[config.mk]
export PLATFORM = sky130hd
export DESIGN_NAME = pbit_frame_unpacker
export DESIGN_NICKNAME = d
export VERILOG_FILES = /design/src/rtl/pbit_unpack_pkg.sv /design/src/rtl/pbit_shadow_buffer.sv /design/src/rtl/pbit_frame_unpacker.sv
export SDC_FILE = /design/constraint.sdc
export NUM_CORES = 2
export LEC_CHECK = 0
export CAP_MARGIN = 20
export CORE_AREA = 8 8 495 497
export CTS_CLUSTER_DIAMETER = 80
export DETAILED_ROUTE_END_ITERATION = 8
export DIE_AREA = 0 0 503 505
export GPL_TIMING_DRIVEN = 0
export MAX_ROUTING_LAYER = met4
export PLACE_DENSITY = 0.66
export SETUP_SLACK_MARGIN = 0.5
export SLEW_MARGIN = 20
export SYNTH_ARGS = -nofsm -noshare
export SYNTH_HDL_FRONTEND = slang
export SYNTH_SLANG_ARGS = --single-unit
[constraint.sdc]
create_clock -name clk -period 3.3 [get_ports clk]
set_clock_uncertainty 0.2 [all_clocks]
set_input_delay 0.66 -clock clk [delete_from_list [all_inputs] [get_ports clk]]
set_output_delay 0.66 -clock clk [all_outputs]
set_load 0.005 [all_outputs]
[src/rtl/pbit_unpack_pkg.sv]
// Shared types and sizing helpers for the pbit frame unpacker.
package pbit_unpack_pkg;

  typedef enum logic {RECV = 1'b0, DROP = 1'b1} state_t;

  function automatic int beats_per_frame(input int total, input int width);
    return (total + width - 1) / width;
  endfunction

  function automatic int idx_width(input int beats);
    return (beats > 1) ? $clog2(beats) : 1;
  endfunction

endpackage

[src/rtl/pbit_shadow_buffer.sv]
// Per-beat shadow storage. The frame output shows the stored beats, with the
// beat being written this cycle forwarded in, so a commit can include it.
module pbit_shadow_buffer
  import pbit_unpack_pkg::*;
#(
  parameter int DATA_WIDTH      = 256,
  parameter int TOTAL_NUM_PBITS = 1024,
  parameter int BEATS           = beats_per_frame(TOTAL_NUM_PBITS, DATA_WIDTH),
  parameter int IDX_W           = idx_width(BEATS)
) (
  input  logic                       clk,
  input  logic                       wr_en,
  input  logic [IDX_W-1:0]           wr_idx,
  input  logic [DATA_WIDTH-1:0]      wr_data,
  output logic [TOTAL_NUM_PBITS-1:0] frame
);

  for (genvar b = 0; b < BEATS; b++) begin : g_beat
    // The last slot only keeps the bits that land inside the frame.
    localparam int BW = (b == BEATS - 1) ? TOTAL_NUM_PBITS - b * DATA_WIDTH : DATA_WIDTH;
    logic [BW-1:0] mem;
    logic          hit;

    assign hit = wr_en && (wr_idx == IDX_W'(b));

    always_ff @(posedge clk) begin
      if (hit) mem <= wr_data[BW-1:0];
    end

    assign frame[b*DATA_WIDTH +: BW] = hit ? wr_data[BW-1:0] : mem;
  end

endmodule

[src/rtl/pbit_frame_unpacker.sv]
// Beat-stream to pbit-frame unpacker with atomic commit and malformed-frame drop.
// Optional saturating error counter: define PBIT_UNPACK_ERR_CNT_EN.
module pbit_frame_unpacker
  import pbit_unpack_pkg::*;
#(
  parameter int DATA_WIDTH      = 256,
  parameter int TOTAL_NUM_PBITS = 1024,
  parameter int ERR_CNT_WIDTH   = 16
) (
  input  logic                       clk,
  input  logic                       rst_n,
  input  logic [DATA_WIDTH-1:0]      s_axis_tdata,
  input  logic                       s_axis_tvalid,
  input  logic                       s_axis_tlast,
  output logic                       s_axis_tready,
  output logic [TOTAL_NUM_PBITS-1:0] pbits,
  output logic                       pbits_valid,
  output logic                       frame_err,
  output logic [ERR_CNT_WIDTH-1:0]   err_count
);

  localparam int BEATS = beats_per_frame(TOTAL_NUM_PBITS, DATA_WIDTH);
  localparam int IDX_W = idx_width(BEATS);
  localparam logic [IDX_W-1:0] LAST_IDX = IDX_W'(BEATS - 1);

  logic                       rdy;
  logic                       s1_vld, s1_last;
  logic [DATA_WIDTH-1:0]      s1_data;
  state_t                     state_q, state_d;
  logic [IDX_W-1:0]           idx_q, idx_d;
  logic                       wr_en, commit, err;
  logic [TOTAL_NUM_PBITS-1:0] frame;

  assign s_axis_tready = rdy;

  // Stage 1: register the accepted beat.
  always_ff @(posedge clk or negedge rst_n) begin
    if (!rst_n) begin
      rdy     <= 1'b0;
      s1_vld  <= 1'b0;
      s1_last <= 1'b0;
      s1_data <= '0;
    end else begin
      rdy     <= 1'b1;
      s1_vld  <= s_axis_tvalid & rdy;
      s1_last <= s_axis_tlast;
      if (s_axis_tvalid && rdy) s1_data <= s_axis_tdata;
    end
  end

  always_ff @(posedge clk or negedge rst_n) begin
    if (!rst_n) begin
      state_q <= RECV;
      idx_q   <= '0;
    end else begin
      state_q <= state_d;
      idx_q   <= idx_d;
    end
  end

  always_comb begin
    state_d = state_q;
    idx_d   = idx_q;
    wr_en   = 1'b0;
    commit  = 1'b0;
    err     = 1'b0;
    if (s1_vld) begin
      unique case (state_q)
        RECV: begin
          wr_en = 1'b1;
          if (idx_q == LAST_IDX) begin
            idx_d = '0;
            if (s1_last) begin
              commit = 1'b1;
            end else begin
              err     = 1'b1;
              state_d = DROP;
            end
          end else if (s1_last) begin
            err   = 1'b1;
            idx_d = '0;
          end else begin
            idx_d = idx_q + 1'b1;
          end
        end
        DROP: begin
          if (s1_last) begin
            state_d = RECV;
            idx_d   = '0;
          end
        end
        default: state_d = RECV;
      endcase
    end
  end

  // Stage 2: shadow write; a commit copies the shadow including this beat.
  pbit_shadow_buffer #(
    .DATA_WIDTH      (DATA_WIDTH),
    .TOTAL_NUM_PBITS (TOTAL_NUM_PBITS),
    .BEATS           (BEATS),
    .IDX_W           (IDX_W)
  ) u_shadow (
    .clk     (clk),
    .wr_en   (wr_en),
    .wr_idx  (idx_q),
    .wr_data (s1_data),
    .frame   (frame)
  );

  always_ff @(posedge clk or negedge rst_n) begin
    if (!rst_n) begin
      pbits       <= '0;
      pbits_valid <= 1'b0;
      frame_err   <= 1'b0;
    end else begin
      pbits_valid <= commit;
      frame_err   <= err;
      if (commit) pbits <= frame;
    end
  end

`ifdef PBIT_UNPACK_ERR_CNT_EN
  logic [ERR_CNT_WIDTH-1:0] err_cnt_q;

  always_ff @(posedge clk or negedge rst_n) begin
    if (!rst_n)                      err_cnt_q <= '0;
    else if (err && err_cnt_q != '1) err_cnt_q <= err_cnt_q + 1'b1;
  end

  assign err_count = err_cnt_q;
`else
  assign err_count = '0;
`endif

endmodule

==> impl_metrics.env <==
export IMPL_synth_cell_type_count=25
export IMPL_clkTransAtPathRegs_ns=0.06
export IMPL_setup_tns_ns=0
export IMPL_max_slew_worst_pin_slew_ns=1.081
export IMPL_grt_remaining_overflow=0
export IMPL_initial_core_util_pct=34.11
export IMPL_numCtsBuffers=215
export IMPL_vdd_ir_drop_worst_mv=0.5752
export IMPL_detail_route_antenna_nets=0
export IMPL_final_util_pct=44.90
export IMPL_wl_per_cell_um=27.68
export IMPL_die_x_um=503
export IMPL_cts_num_sinks=2056
export IMPL_period_needed_ns=2.749
export IMPL_grt_max_degree=142
export IMPL_setup_viol=0
export IMPL_hpwl_um=237500
export IMPL_use_met2_pct=39.83
export IMPL_end_kind="output port"
export IMPL_clk_path_buf_depth=3
export IMPL_async_reset_ff_share_pct=62.65
export IMPL_synthesis_area_um2=80820
export IMPL_final_seq_area_um2=47620
export IMPL_timing_fmax_ghz=0.3637
export IMPL_synth_edf_count=0
export IMPL_fillers=21692
export IMPL_layout_nets=8150
export IMPL_critPathMaxFanout=2
export IMPL_power_mw=95.38
export IMPL_netlist_instances=6337
export IMPL_pre_cts_slack_ns=-0.6303
export IMPL_drt_total_wl_um=312500
export IMPL_synth_area_leaders="dfrtp_1, dfxtp_1, mux2_2"
export IMPL_critPathMaxStageDelay_ns=0.57
export IMPL_ioPinCount=1303
export IMPL_grt_pass1_vias=57430
export IMPL_synth_seq_cells=2056
export IMPL_yosysTopAreaCell="dfrtp_1"
export IMPL_slew_violations=0
export IMPL_drt_initial_drc_count=3414
export IMPL_syn_avg_cell_area_um2=12.75
export IMPL_timing_final_ws_setup_ns=0.5508
export IMPL_ys_warn_count=0
export IMPL_netlist_top_cells_count="dfrtp_1, mux2_2, nand2_1"
export IMPL_fin_hold_ws_ns=-0.2301
export IMPL_cts_tree="yes"
export IMPL_violations="hold timing"
export IMPL_worst_path_buf_inv=1
export IMPL_grt_usage_pct=24.31
export IMPL_io_buffers=1286
export IMPL_drc=0
export IMPL_area_growth_pct=31.63
export IMPL_yosys_most_used_dff="dfrtp_1"
export IMPL_die_y_um=505
export IMPL_vias_per_cell=4.948
export IMPL_status="complete, but fails checks"
export IMPL_use_met1_pct=28.06
export IMPL_gp_congestion=0.8830
export IMPL_period_share_pct=83.31
export IMPL_p_per_area_nw_per_um2=896.6
export IMPL_p_leak_nw=47.36
export IMPL_grt_use_met3_pct=7.349
export IMPL_synth_top_area_share_pct=39.88
export IMPL_maxSlewHeadroom_pct=27.94
export IMPL_hold_path_class="input pin to asynchronous set/reset pin"
export IMPL_clock_latency_ns=0.86
export IMPL_rows=179
export IMPL_critPathSlowestCell="clkdlybuf4s50_1"
export IMPL_cts_htree_levels=4
export IMPL_rsz0062_at_grt="true"
export IMPL_path_class="register to output port"
export IMPL_drt_pass1_iterations=5
export IMPL_start_kind="register"
export IMPL_antenna_found_initial=57
export IMPL_path_delay_family="buffers and inverters"
export IMPL_maxCapViolCount=0
export IMPL_top_usage_layer="met2"
export IMPL_worstPathArrival_ns=1.89
export IMPL_grt_first_pass_wirelength_um=435900
export IMPL_yosysMostFrequentCell="dfrtp_1"
export IMPL_finalHoldViolCount=300
export IMPL_core_area_um2=237000
export IMPL_cp_cell_sequence="clkdlybuf4s50_1"
export IMPL_dieArea_um2=254000
export IMPL_seq_area_frac_synth_pct=58.90
export IMPL_multi_input_comb_area_um2=30000
export IMPL_cts_root_buf="clkbuf_16"
export IMPL_required_ns=2.44
export IMPL_drive_gt1_share_pct=24.94
export IMPL_vias=55865
cells by family (layout without fill, tap and decap cells):
kind of cell | after synthesis | count (layout) | synth area share, %
adders and majority gates | 5 | 5 | 0.07741
buffers and inverters | 675 | 2402 | 4.050
xor gates and xnor gates | 1 | 1 | 0.01084
other | 2 | 61 | 0.009292
muxes | 2049 | 2049 | 28.54
DFF | 2056 | 2056 | 58.90
and+or+nand+nor | 777 | 777 | 3.627
AOI/OAI and AO/OA | 772 | 772 | 4.785
placed cells by master (no fill, tap or decap), types with 17 or more instances in the layout:
| cell | count |
|---|---|
| buf_1 | 255 |
| buf_16 | 21 |
| buf_2 | 200 |
| buf_4 | 68 |
| buf_6 | 31 |
| bufinv_16 | 18 |
| clkbuf_1 | 132 |
| clkbuf_16 | 221 |
| clkbuf_2 | 18 |
| clkbuf_4 | 20 |
| clkbuf_8 | 54 |
| clkdlybuf4s50_1 | 1200 |
| clkinv_2 | 37 |
| conb_1 | 17 |
| dfrtp_1 | 1276 |
| dfxtp_1 | 768 |
| diode_2 | 44 |
| dlygate4sd2_1 | 33 |
| dlymetal6s2s_1 | 52 |
| mux2_2 | 1025 |
| mux2_4 | 253 |
| mux2i_1 | 767 |
| nand2_1 | 771 |
| o21ai_0 | 769 |
worst paths after layout:
kind                       cells after the start    endpoint  slack [ns]    startpoint
max in group asynchronous                      7  pbits[145]        1.00         rst_n
setup / recovery                               1  pbits[283]        0.55    pbits[283]
hold reg to reg                                2  pbits[436]        0.27    pbits[436]
setup reg to reg                               8  pbits[409]        0.55      idx_q[1]
hold / removal                                 3   pbits[67]       -0.23         rst_n
min in group clk                               1     s1_last        0.18  s_axis_tlast
final cells by class:
type                       count  area share (%)
inverter                       4         0.01411
clock buffer                 330           6.051
multi-input combinational   3621           28.20
buffer                       671           3.231
timing repair buffer        1316           12.87
tap                         3167           3.725
clock inverter                81           1.040
sequential                  2056           44.76
antenna                       44          0.1035
report_power, final:
group          switching (mW)  total, mW  internal, mW
clock                    10.7       25.6          14.9
sequential               5.14       39.7          34.5
combinational            13.6       30.1          16.5
metrics by stage:
stage / instances / cell area (µm²)
after floorplan: 6352 / 80880
after global placement: 10805 / 97710
after detailed placement: 10825 / 98270
after CTS: 11239 / 105900
after global routing: 11276 / 106300
final: 11290 / 106400
tightest hold or removal path, delay by kind of cell:
kind	cells	cell delay [ns]
buffers and inverters	3	0.60
metal layers:
metal  vias up  share of wire (%)
met5         -                  0
met4         0                4.4
met3       443                8.6
met2      1875                 48
met1     28613                 39
li1      24934                  -
timing repair:
action,in CTS,in global routing
endpoints found under the setup margin,1434,543
gates resized for setup,75,87
buffers inserted,1,0
hold buffers,2,5
gates cloned,0,2
pin swaps,0,0
hold endpoints to repair,370,71
flip-flops by register name (all words and copies together), names as in the netlist, 2 cells and up:
signal and flops:
s1_data 256, u_shadow.g_beat.mem 768, pbits 1024, idx_q 2
Power figures use the tool's default switching activity.
